==> config.mk <==
export PLATFORM = sky130hd
export DESIGN_NAME = multi_ch_prio_fifo
export DESIGN_NICKNAME = d
export VERILOG_FILES = /design/src/rtl/multi_ch_prio_fifo.sv
export SDC_FILE = /design/constraint.sdc
export NUM_CORES = 1
export LEC_CHECK = 0
export BUFFER_PORTS_ARGS = -buffer_cell sky130_fd_sc_hd__buf_2
export CAP_MARGIN = 10
export CELL_PAD_IN_SITES_DETAIL_PLACEMENT = 1
export CELL_PAD_IN_SITES_GLOBAL_PLACEMENT = 1
export CORE_AREA = 2 2 226 228
export CTS_BUF_LIST = sky130_fd_sc_hd__clkbuf_16
export DETAILED_ROUTE_END_ITERATION = 8
export DIE_AREA = 0 0 228 230
export PLACE_DENSITY = 0.44
export SLEW_MARGIN = 5
export SYNTH_ARGS = -nofsm -noshare
export SYNTH_HDL_FRONTEND = slang
export SYNTH_SLANG_ARGS = --single-unit
==> constraint.sdc <==
create_clock -name clk -period 8.44 [get_ports clk]
set_input_delay 0 -clock clk [delete_from_list [all_inputs] [get_ports clk]]
set_output_delay 0 -clock clk [all_outputs]
set_load 0.03 [all_outputs]
==> src/rtl/multi_ch_prio_fifo.sv <==
// Multi-channel synchronous FIFO: NUM_CH independent write queues drained through
// one registered read port, with strict-priority or round-robin read arbitration.
module multi_ch_prio_fifo #(
    parameter int DATA_WIDTH = 16,
    parameter int DEPTH      = 8,
    parameter int ADDR_WIDTH = 3,
    parameter int NUM_CH     = 4,
    parameter int CH_W       = 2,
    parameter int ARB_MODE   = 0,
    parameter int AF_THRESH  = 6
) (
    input  logic                             clk,
    input  logic                             rst,
    input  logic [NUM_CH-1:0]                wr_en,
    input  logic [NUM_CH*DATA_WIDTH-1:0]     din,
    input  logic                             rd_en,
    output logic [DATA_WIDTH-1:0]            dout,
    output logic                             dout_valid,
    output logic [CH_W-1:0]                  dout_ch,
    output logic [NUM_CH-1:0]                empty,
    output logic [NUM_CH-1:0]                full,
    output logic [NUM_CH-1:0]                almost_full,
    output logic [NUM_CH*(ADDR_WIDTH+1)-1:0] count,
    output logic [NUM_CH-1:0]                overflow,
    output logic                             underflow
);

    localparam int PW = ADDR_WIDTH + 1;

    logic [PW-1:0]         wr_ptr [NUM_CH];
    logic [PW-1:0]         rd_ptr [NUM_CH];
    logic [DATA_WIDTH-1:0] mem    [NUM_CH][DEPTH];
    logic [CH_W-1:0]       last_grant;
    logic [CH_W-1:0]       grant;
    logic                  grant_vld;
    logic [CH_W-1:0]       rr_idx;

    for (genvar i = 0; i < NUM_CH; i++) begin : g_flags
        logic [PW-1:0] occ;
        assign occ            = wr_ptr[i] - rd_ptr[i];
        assign empty[i]       = (wr_ptr[i] == rd_ptr[i]);
        assign full[i]        = (wr_ptr[i][ADDR_WIDTH] != rd_ptr[i][ADDR_WIDTH]) &&
                                (wr_ptr[i][ADDR_WIDTH-1:0] == rd_ptr[i][ADDR_WIDTH-1:0]);
        assign almost_full[i] = (occ >= PW'(AF_THRESH));
        assign count[i*PW +: PW] = occ;
    end

    // Loops run from the far end so the last hit is the highest-precedence channel.
    always_comb begin
        grant     = '0;
        grant_vld = 1'b0;
        rr_idx    = '0;
        if (ARB_MODE == 0) begin
            for (int c = NUM_CH - 1; c >= 0; c--) begin
                if (!empty[CH_W'(c)]) begin
                    grant     = CH_W'(c);
                    grant_vld = 1'b1;
                end
            end
        end else begin
            for (int k = NUM_CH; k >= 1; k--) begin
                rr_idx = CH_W'((int'(last_grant) + k) % NUM_CH);
                if (!empty[rr_idx]) begin
                    grant     = rr_idx;
                    grant_vld = 1'b1;
                end
            end
        end
    end

    always_ff @(posedge clk or negedge rst) begin
        if (!rst) begin
            for (int i = 0; i < NUM_CH; i++) begin
                wr_ptr[i] <= '0;
                rd_ptr[i] <= '0;
            end
            dout       <= '0;
            dout_ch    <= '0;
            dout_valid <= 1'b0;
            overflow   <= '0;
            underflow  <= 1'b0;
            last_grant <= CH_W'(NUM_CH - 1);
        end else begin
            dout_valid <= 1'b0;
            overflow   <= wr_en & full;
            underflow  <= rd_en & (&empty);
            for (int i = 0; i < NUM_CH; i++) begin
                if (wr_en[i] && !full[i]) begin
                    wr_ptr[i] <= wr_ptr[i] + PW'(1);
                end
            end
            if (rd_en && grant_vld) begin
                dout           <= mem[grant][rd_ptr[grant][ADDR_WIDTH-1:0]];
                dout_ch        <= grant;
                dout_valid     <= 1'b1;
                rd_ptr[grant]  <= rd_ptr[grant] + PW'(1);
                last_grant     <= grant;
            end
        end
    end

    // Storage is deliberately left unreset; only the pointers define validity.
    always_ff @(posedge clk) begin
        for (int i = 0; i < NUM_CH; i++) begin
            if (wr_en[i] && !full[i]) begin
                mem[i][wr_ptr[i][ADDR_WIDTH-1:0]] <= din[i*DATA_WIDTH +: DATA_WIDTH];
            end
        end
    end

endmodule

Yosys cells after proc, flatten, opt, wreduce, memory -nomap -nowiden --
Memory sizes are Yosys's and may differ from the RTL's. Cells that the tools add are included.
Storage, ports and cells: memories kept 1, bits in writable memories 512, output and inout bits 52, register bits after elaboration 56
Memory list:
- mem | depth 4, width 128, read ports 1, clocked after memory_dff 0, write ports 4, line 32 | logic [DATA_WIDTH-1:0] mem [NUM_CH][DEPTH];
Cells by class: add/subtract/negate cells 9, equality and inequality tests 12, magnitude comparators 15, bitwise operators 8, multiplexer cells 30, reduce and logical (&&, ||, !) cells 19
Operator list (number):
- two-way mux 128 bit | 4
- demux 16 bit (select 3 bit) | 4
- two-way mux 16 bit | 6
- binary-select mux 16 bit (select 3 bit) | 1
- adder 4 x 1 -> 4 bit (second input constant) | 5
- greater-or-equal comparator 4 bit (second input constant) | 5
- inverter 3 -> 4 bit | 5
- bitwise mux 16 bit | 1
- == test 4 bit | 4
- greater-or-equal comparator 4 x 3 -> 1 bit (second input constant) | 4
- < comparator 4 x 1 -> 1 bit (second input constant) | 4
- subtractor 4 bit | 4
- logical AND 1 bit | 14
- == test 3 bit | 4
- two-way mux 4 bit | 3
- binary-select mux 4 bit (select 2 bit) | 1
- demux 4 bit (select 2 bit) | 1
- two-way mux 1 bit | 7
- bitwise AND 4 bit | 1
- zero test 1 bit | 4
- two-way mux 2 bit | 2
- inequality test 1 bit | 4
- AND reduction 4 bit | 1
- greater-or-equal comparator 3 bit (second input constant) | 1
- 3 further kinds | 3

Depth between registers and ports, before layout --
Gate-level depths: netlist of run 1.
word-level depth 11, gate-level depth with buffers 12

Worst setup path before layout of run 1 --
Ideal clock, no wire load.
path kind register to register, from register rd_ptr[14] (netlist name), to memory mem[0][100] (netlist name) (enable), stages on the path, launching flop included 9, library setup time 409 ps, arrival 3002 ps, setup slack 5029 ps, cell sequence dfrtp_1 clkbuf_1 inv_1 ha_1 and3_1 buf_2 a21boi_1 nand2_1 nor3_1
RTL lines:
- start: declaration | line 31 | logic [PW-1:0] rd_ptr [NUM_CH];
- start signal: indexed assignment | line 96 | rd_ptr[grant] <= rd_ptr[grant] + PW'(1);
- end: declaration | line 32

Worst setup path after layout of run 1 --
from register rd_ptr[14] (netlist name), to register rd_ptr[13] (netlist name)
Between the ends: cells in the longest elaborated chain, start to end 8
Ends and longest elaborated chain:
- == test 4 bit (*) | line 41 | assign empty[i] = (wr_ptr[i] == rd_ptr[i]);
- two-way mux 2 bit | line 55 | if (!empty[CH_W'(c)]) begin
- inverter 2 -> 3 bit (not written as such) | line 96
- binary-select mux 4 bit (select 2 bit) (tied with other cells) | line 96
- two-way mux 4 bit (not written as such) / logical AND 1 bit (equally long branches) | line 96
- two-way mux 4 bit (not written as such) | line 96
- adder 4 x 1 -> 4 bit / demux 4 bit (select 2 bit) (equally long branches) | line 96
- bitwise mux 16 bit | line 96
Every way passes the cells marked *; elsewhere a longest branch is shown, timed or not. The select of a mux whose other input is x is not followed. A chain may end at the register's enable or synchronous reset.

==> out/summary.json, run 1 <==
{
  "outcome": {"value": "completed"},
  "numPlacedInstances": {"value": 1472},
  "worstPathCellList": {"value": "inv_1, ha_1, and3_1, nand2_4, inv_4, mux2i_2, inv_1, ha_1, mux2_2"},
  "critical_path.max_fanout": {"value": 43},
  "worst_r2r_path_depth": {"value": 9},
  "critical_r2r_launch": {"value": "rd_ptr[14]"},
  "hold_viol_final": {"value": 0},
  "timing.fmax": {"value": 230, "unit": "MHz"},
  "initial_core_utilization": {"value": 24.9, "unit": "%"},
  "setup_viol_count_final": {"value": 0},
  "slowest_delay": {"value": 0.92, "unit": "ns"},
  "max_cap_viol_count": {"value": 0},
  "power.density": {"value": 384, "unit": "nW/µm²"},
  "route.detailed.drc": {"value": 0},
  "fin_worst_skew": {"value": 0.0225, "unit": "ns"},
  "cts.sinks": {"value": 303},
  "power.share.combinational": {"value": 38.0, "unit": "%"},
  "drive_above_1_share": {"value": 23.3, "unit": "%"},
  "maxSlewHeadroom": {"value": 36.1, "unit": "%"},
  "rr_endpoint": {"value": "rd_ptr[13]"},
  "post-route-period-util": {"value": 51.4, "unit": "%"},
  "min_period": {"value": 4.34, "unit": "ns"},
  "layout.nets": {"value": 965},
  "worst_ir_drop_vdd": {"value": 130, "unit": "µV"},
  "area_growth_syn_to_layout": {"value": 22.3, "unit": "%"},
  "path_buf_inv": {"value": 3},
  "synth.yosys.warnings": {"value": 0},
  "critical_path.slowest_cell": {"value": "dfrtp_1"},
  "yosys_register_bits": {"value": 303},
  "netlist_instances": {"value": 735},
  "synth_nets": {"value": 823},
  "power_report.internal_total": {"value": 3.62, "unit": "mW"},
  "grt.overflow.total": {"value": 0},
  "drt_wl_total": {"value": 31.8, "unit": "mm"},
  "yosys_most_used_dff": {"value": "edfxtp_1"},
  "initialDrtViolationCount": {"value": 395},
  "io_pins": {"value": 123},
  "setup_repair_after_global_routing_missed_its_margin": {"value": "no"},
  "critical-path-top-delay-family": {"value": "flip-flops"},
  "clock_h_tree_levels": {"value": 2},
  "worstMarginPinSlew": {"value": 0.958, "unit": "ns"},
  "core_region_area": {"value": 49900, "unit": "µm²"},
  "syn_area_per_cell": {"value": 16.9, "unit": "µm²"},
  "critPathLaunch": {"value": "rd_ptr[14]"},
  "r2r_setup_slack": {"value": 4.10, "unit": "ns"},
  "dpl_worst_slack": {"value": 4.05, "unit": "ns"},
  "p_sw_share": {"value": 38.0, "unit": "%"},
  "dr_total_vias": {"value": 6827},
  "critPathRequiredTime": {"value": 8.84, "unit": "ns"},
  "cts_root_buffer": {"value": "clkbuf_16"},
  "power.sequential.fraction": {"value": 36.0, "unit": "%"},
  "synth.distinct_cells": {"value": 55},
  "endpoint_kind": {"value": "register"},
  "yosysTopAreaCell": {"value": "edfxtp_1"},
  "end_point_of_the_critical_path": {"value": "rd_ptr[13]"},
  "chipHeight": {"value": 230, "unit": "µm"},
  "synthArstFlopShare": {"value": 15.5, "unit": "%"},
  "power.clock.fraction": {"value": 26.0, "unit": "%"},
  "synth_seq_area_share": {"value": 71.4, "unit": "%"},
  "grt_start_max_net_pins": {"value": 60},
  "ys_top_cells_by_count": {"value": "256 x edfxtp_1, 65 x mux2i_1, 47 x dfrtp_1"},
  "number_of_buffers_added_by_the_clock_tree_synthesis_step": {"value": 37},
  "number_of_enable_flip_flop_cells_after_synthesis": {"value": 256},
  "synth_top_cells_by_area": {"value": "edfxtp_1 62%, dfrtp_1 9.5%, mux4_2 5.8%"},
  "die_width": {"value": 228, "unit": "µm"},
  "routed_via_density": {"value": 4.33},
  "first_global_vias": {"value": 7327},
  "track_usage": {"value": 12.1, "unit": "%"},
  "cts.repair.resized": {"value": 0},
  "clock_tree_from_tritoncts": {"value": "done"},
  "setup_total_negative_slack": {"value": 0, "unit": "ns"},
  "criticalPathCategory": {"value": "reg2reg"},
  "placement_rows": {"value": 82},
  "cp-start-kind": {"value": "register"},
  "die_footprint": {"value": 52400, "unit": "µm²"},
  "power.leakage": {"value": 5.55, "unit": "nW"},
  "port_buffer_cells": {"value": 89},
  "synthMostInstantiatedCell": {"value": "edfxtp_1"},
  "wire_per_inst": {"value": 20.2, "unit": "µm"},
  "holdWs": {"value": 0.153, "unit": "ns"},
  "clkSlewWorstSetupHoldPaths": {"value": 0.06, "unit": "ns"},
  "power.net_switching": {"value": 2.22, "unit": "mW"},
  "route.antenna.remaining_nets": {"value": 0},
  "grt_pass1_wl": {"value": 47.7, "unit": "mm"},
  "drt_first_pass_iters": {"value": 4},
  "cp.arrival": {"value": 4.74, "unit": "ns"},
  "final_cell_count_no_fill": {"value": 1577},
  "crit_cells": {"value": 9},
  "worstSkewPairLatency": {"value": 0.53, "unit": "ns"},
  "antenna_violations_before_repair": {"value": 0},
  "worst_case_clock_buffer_depth": {"value": 3},
  "place.detailed.hpwl": {"value": 20.4, "unit": "mm"},
  "report.final.slew_viol_count": {"value": 0},
  "post_synthesis_instance_area": {"value": 12400, "unit": "µm²"},
  "netlist.area_leader.share": {"value": 61.9, "unit": "%"},
  "place.gp.congestion": {"value": 0.711},
  "report.power.total": {"value": 5.84, "unit": "mW"},
  "hp-class": {"value": "in2async"},
  "finalWorstSetupSlack": {"value": 4.10, "unit": "ns"}
}
-- power groups by stage --
stage | combinational (mW) | sequential (mW) | clock, mW
2_1_floorplan | 1.52 | 2.15 | 0
3_3_place_gp | 2.26 | 2.13 | 0
3_5_place_dp | 2.27 | 2.14 | 0
4_1_cts | 2.30 | 2.11 | 1.57
6_report | 2.22 | 2.10 | 1.52
5_1_grt | 2.43 | 2.13 | 1.63
-- worst min-delay path, stage by stage --
cell and delay (ns):
dlygate4sd3_1 0.53, buf_2 0.10, buf_4 0.54
-- per-layer routing --
| layer | GRT usage (%) | wire length [µm] | vias to the layer above |
|---|---|---|---|
| met5 | 0 | 0 | - |
| met4 | 2.47 | 394 | 0 |
| met2 | 20.4 | 15300 | 128 |
| met1 | 16.2 | 14800 | 3540 |
| met3 | 2.49 | 1300 | 35 |
| li1 | - | - | 3124 |
-- cell families after synthesis --
logic type / Yosys count / share of synthesized area, %
DFF: 303 / 71.4
and+or+nand+nor: 128 / 5.34
muxes: 105 / 11.8
AOI/OAI and AO/OA: 84 / 5.16
buffers and inverters: 74 / 2.81
xor gates and xnor gates: 23 / 1.68
adders and majority gates: 17 / 1.83
other: 1 / 0.0302
-- placed cells by master, fill, tap and decap left out, types with 5 or more instances in the layout --
| cell type | n |
|---|---|
| edfxtp_1 | 256 |
| buf_2 | 89 |
| mux2i_1 | 65 |
| dfrtp_1 | 45 |
| inv_1 | 38 |
| clkbuf_16 | 38 |
| dlygate4sd3_1 | 38 |
| mux4_2 | 32 |
| nor2_1 | 29 |
| nand2_1 | 29 |
| nor2b_1 | 23 |
| a211oi_1 | 21 |
| buf_4 | 21 |
| xnor2_1 | 18 |
| ha_1 | 15 |
| o21ai_0 | 11 |
| o221ai_1 | 10 |
| clkinv_1 | 9 |
| a21oi_1 | 8 |
| nand4_1 | 8 |
| mux2_2 | 7 |
| nand3_1 | 6 |
| nand2b_1 | 6 |
| a221o_1 | 5 |
| a22oi_1 | 5 |
| a32o_1 | 5 |
| or4_1 | 5 |
-- stage by stage --
stage	utilization, %	instance area, µm²
2_1_floorplan	-	12400
3_3_place_gp	27.4	13700
3_5_place_dp	27.4	13700
4_1_cts	30.5	15200
5_1_grt	30.5	15200
6_report	30.5	15200
-- final cells by class --
class                      instances  area (µm²)
antenna                            1        2.50
clock buffer                      38         951
clock inverter                    28         208
fill                            5252       34700
inverter                          29         111
multi-input combinational        358        3230
sequential                       303        8870
tap                              672         841
timing repair buffer             148         983
-- sequential cells by signal (all words and copies together), names as in the netlist --
register	count
mem	256
rd_ptr	8
dout_ch	1
dout_valid	1
underflow	1
dout	16
overflow	4
wr_ptr	16
-- worst min-delay path by stage --
stage,start,end
global placement,rst,overflow[2]
floorplan,rst,dout[0]
finish,rst,overflow[2]
global route,rst,wr_ptr[5]
CTS,rst,overflow[2]
detailed placement,rst,overflow[2]
-- what timing repair did --
| action | in CTS | in global routing |
|---|---|---|
| buffers inserted | 0 | 0 |
| hold endpoints to repair | 327 | 0 |
| hold buffers | 38 | 0 |
Power figures use the tool's default switching activity.
==> inputs of run 2 (changes only) <==
- ABC_AREA: not set -> 1
- CORE_AREA: 2 2 226 228 -> 2 2 233 235
- DIE_AREA: 0 0 228 230 -> 0 0 235 237
- PLACE_DENSITY: 0.44 -> 0.46
- clock period: 8.44 -> 4.12 ns (I/O delays scaled with it)
==> run 2 against run 1 <==
Effect of this change:
- clock power increased by 120%
- non-clock buffer count rose by 12
- critical path depth did not move
- wire length is 37% higher
- synthesized cell count up 69%
- largest power group unchanged
- sequential share of layout area fell by 3.2 points
- worst hold slack got worse by 0.010 ns
- largest cell class unchanged
- total power rose by 140%
==> out/summary.json, run 2 <==
{
  "area_growth_syn_to_layout": {"value": 22.2, "unit": "%"},
  "post-route-period-util": {"value": 79.9, "unit": "%"},
  "antenna_violations_before_repair": {"value": 2},
  "track_usage": {"value": 15.9, "unit": "%"},
  "synth.yosys.warnings": {"value": 0},
  "drt_wl_total": {"value": 43.6, "unit": "mm"},
  "finalWorstSetupSlack": {"value": 0.827, "unit": "ns"},
  "worstMarginPinSlew": {"value": 0.996, "unit": "ns"},
  "global_route.usage.met3": {"value": 2.80, "unit": "%"},
  "critPathLaunch": {"value": "wr_ptr[14]"},
  "synth_top_cells_by_area": {"value": "edfxtp_1 58%, nand2_1 14%, dfrtp_1 8.9%"},
  "hp-class": {"value": "in2async"},
  "fin_worst_skew": {"value": 0.0181, "unit": "ns"},
  "route.detailed.drc": {"value": 0},
  "post_synthesis_instance_area": {"value": 13100, "unit": "µm²"},
  "dpl_worst_slack": {"value": 0.861, "unit": "ns"},
  "synth_nets": {"value": 1331},
  "yosys_most_used_dff": {"value": "edfxtp_1"},
  "ys_top_cells_by_count": {"value": "504 x nand2_1, 256 x edfxtp_1, 176 x nand3_1"},
  "worstSkewPairLatency": {"value": 0.55, "unit": "ns"},
  "critPathRequiredTime": {"value": 4.59, "unit": "ns"},
  "initial_core_utilization": {"value": 24.7, "unit": "%"},
  "cp.arrival": {"value": 3.77, "unit": "ns"},
  "initialDrtViolationCount": {"value": 461},
  "die_footprint": {"value": 55700, "unit": "µm²"},
  "synth_top_family_by_area": {"value": "simple AND/OR/NAND/NOR gates"},
  "routed_via_density": {"value": 4.41},
  "placement_rows": {"value": 85},
  "yosys_register_bits": {"value": 303},
  "cts.repair.resized": {"value": 0},
  "power.leakage": {"value": 6.71, "unit": "nW"},
  "layout.cells.most_common": {"value": "nand2_1"},
  "clock_h_tree_levels": {"value": 2},
  "grt_pass1_wl": {"value": 65.4, "unit": "mm"},
  "global_routing_usage_on_met1": {"value": 21.0, "unit": "%"},
  "netlist_instances": {"value": 1243},
  "worst_ir_drop_vdd": {"value": 542, "unit": "µV"},
  "synthArstFlopShare": {"value": 15.5, "unit": "%"},
  "cp-start-kind": {"value": "register"},
  "largest_reg_flops": {"value": 256},
  "place.detailed.hpwl": {"value": 25.3, "unit": "mm"},
  "criticalPathCategory": {"value": "reg2reg"},
  "dr_total_vias": {"value": 9249},
  "yosysTopAreaCell": {"value": "edfxtp_1"},
  "min_period": {"value": 3.29, "unit": "ns"},
  "synth.area.mux_share": {"value": 0, "unit": "%"},
  "clock_tree_from_tritoncts": {"value": "done"},
  "outcome": {"value": "completed"},
  "yosys.area_share.simple": {"value": 23.9, "unit": "%"},
  "report.power.total": {"value": 13.8, "unit": "mW"},
  "port_buffer_cells": {"value": 89},
  "drt_first_pass_iters": {"value": 4},
  "layout.nets": {"value": 1461},
  "gr-max-usage-layer": {"value": "met2"},
  "hold_viol_final": {"value": 0},
  "grt.overflow.total": {"value": 0},
  "mostFrequentLayoutCells": {"value": "504 x nand2_1, 256 x edfxtp_1, 176 x nand3_1"},
  "synth_seq_area_share": {"value": 67.4, "unit": "%"},
  "wire_per_inst": {"value": 20.8, "unit": "µm"},
  "worstPathCellList": {"value": "ha_1, nand2_2, nor2_8, nand2_4, o21ai_2, inv_1, nand3_1, nand3_1, nand2_1"},
  "critical_path.max_fanout": {"value": 13},
  "report.final.slew_viol_count": {"value": 0},
  "clkSlewWorstSetupHoldPaths": {"value": 0.06, "unit": "ns"},
  "cts_hold_buffers": {"value": 38},
  "maxSlewHeadroom": {"value": 33.4, "unit": "%"},
  "met2_usage": {"value": 27.4, "unit": "%"},
  "chipHeight": {"value": 237, "unit": "µm"},
  "endpoint_kind": {"value": "register"},
  "place.gp.congestion": {"value": 0.729},
  "critical-path-top-delay-family": {"value": "simple AND/OR/NAND/NOR gates"},
  "fraction_of_the_mapped_netlist_area_in_compound_gates": {"value": 1.19, "unit": "%"},
  "critical_path.slowest_cell": {"value": "o21ai_2"},
  "core_region_area": {"value": 53300, "unit": "µm²"},
  "postCtsSetupRepairBufs": {"value": 0},
  "slowest_delay": {"value": 0.76, "unit": "ns"},
  "setup_repair_after_global_routing_missed_its_margin": {"value": "no"},
  "number_of_enable_flip_flop_cells_after_synthesis": {"value": 256},
  "synth_fa_ha_area_share": {"value": 1.73, "unit": "%"},
  "drive_above_1_share": {"value": 14.5, "unit": "%"},
  "die_width": {"value": 235, "unit": "µm"},
  "setup_viol_count_final": {"value": 0},
  "timing.fmax": {"value": 304, "unit": "MHz"},
  "io_pins": {"value": 123},
  "synth-xor-area-share": {"value": 1.13, "unit": "%"},
  "synthMostInstantiatedCell": {"value": "nand2_1"},
  "syn_area_per_cell": {"value": 10.6, "unit": "µm²"},
  "synth.distinct_cells": {"value": 30},
  "first_global_vias": {"value": 9857},
  "critical_r2r_launch": {"value": "wr_ptr[14]"},
  "number_of_buffers_added_by_the_clock_tree_synthesis_step": {"value": 38},
  "cts.sinks": {"value": 303},
  "route.antenna.remaining_nets": {"value": 0},
  "path_buf_inv": {"value": 1},
  "grt_start_max_net_pins": {"value": 62},
  "max_cap_viol_count": {"value": 0},
  "cts_root_buffer": {"value": "clkbuf_16"},
  "timing.critical_path.mode_cell": {"value": "nand3_1"},
  "setup_total_negative_slack": {"value": 0, "unit": "ns"},
  "power.density": {"value": 857, "unit": "nW/µm²"},
  "netlist.area_leader.share": {"value": 58.5, "unit": "%"},
  "fillerInstances": {"value": 5939},
  "worst_case_clock_buffer_depth": {"value": 3}
}
run 2: cell count changes after synthesis, sizes merged, moves of 23 or more:
| cell | before | now |
|---|---|---|
| inv | 29 | 59 |
| mux4 | 32 | 0 |
| mux2i | 66 | 0 |
| nor2b | 23 | 0 |
| buf | 31 | 57 |
| nand2 | 30 | 509 |
| nand3 | 6 | 176 |
run 2: cell families (layout without fill, tap and decap cells):
kind of cell | Yosys count | after routing
AOI/OAI and AO/OA | 28 | 28
xor gates and xnor gates | 17 | 17
adders and majority gates | 17 | 17
buffers and inverters | 130 | 289
DFF | 303 | 303
other | 1 | 2
and+or+nand+nor | 747 | 747
run 2: worst paths after layout:
check	end	slack (ns)	depth (start not counted)
max	dout[2]	0.83	9
min	dout[11]	0.14	3
max reg2reg	dout[2]	0.83	9
min reg2reg	wr_ptr[11]	0.48	1
max in group asynchronous	dout[3]	3.45	3
min in group clk	overflow[3]	0.25	4
run 2: area by class of cell:
type                    count  area, µm²  share of cell area [%]
diodes                      1       2.50                  0.0156
clock buffers              41       1030                    6.38
clock inverters            28        246                    1.53
inverters                  60        228                    1.42
multi-input cells         810       3730                    23.2
flip-flops and latches    303       8860                    55.2
well taps                 696        871                    5.42
repair buffers            160       1100                    6.84
run 2: report_power, final:
part / internal [mW] / leakage (nW) / switching [mW]
Combinational: 1.62 / 3.14 / 4.55
Sequential: 3.96 / 2.90 / 0.248
Clock: 2.10 / 0.665 / 1.30
Total: 7.67 / 6.71 / 6.10
run 2: routing by layer:
metal  share of wire (%)  wire length, µm
met1                  46            20100
met3                 3.6             1580
met5               0.030               13
met4                 1.6              702
met2                  49            21200
run 2: worst reg2reg max path, cell delays in order (launching register included):
cell and delay [ns]:
dfrtp_1 0.42, ha_1 0.36, nand2_2 0.11, nor2_8 0.14, nand2_4 0.15, o21ai_2 0.77, inv_1 0.68, nand3_1 0.27
nand3_1 0.21, nand2_1 0.12
run 2: per-stage QoR:
stage | area [µm²] | instances | hold WS (ns) | util (%)
6_report | 16100 | 2099 | 0.143 | 30.2
3_5_place_dp | 14400 | 1991 | 0.226 | 27.1
3_3_place_gp | 14400 | 1991 | 0.217 | 27.1
5_1_grt | 16100 | 2099 | 0.215 | 30.2
2_1_floorplan | 13100 | 1243 | -0.296 | -
4_1_cts | 16100 | 2098 | 0.166 | 30.2
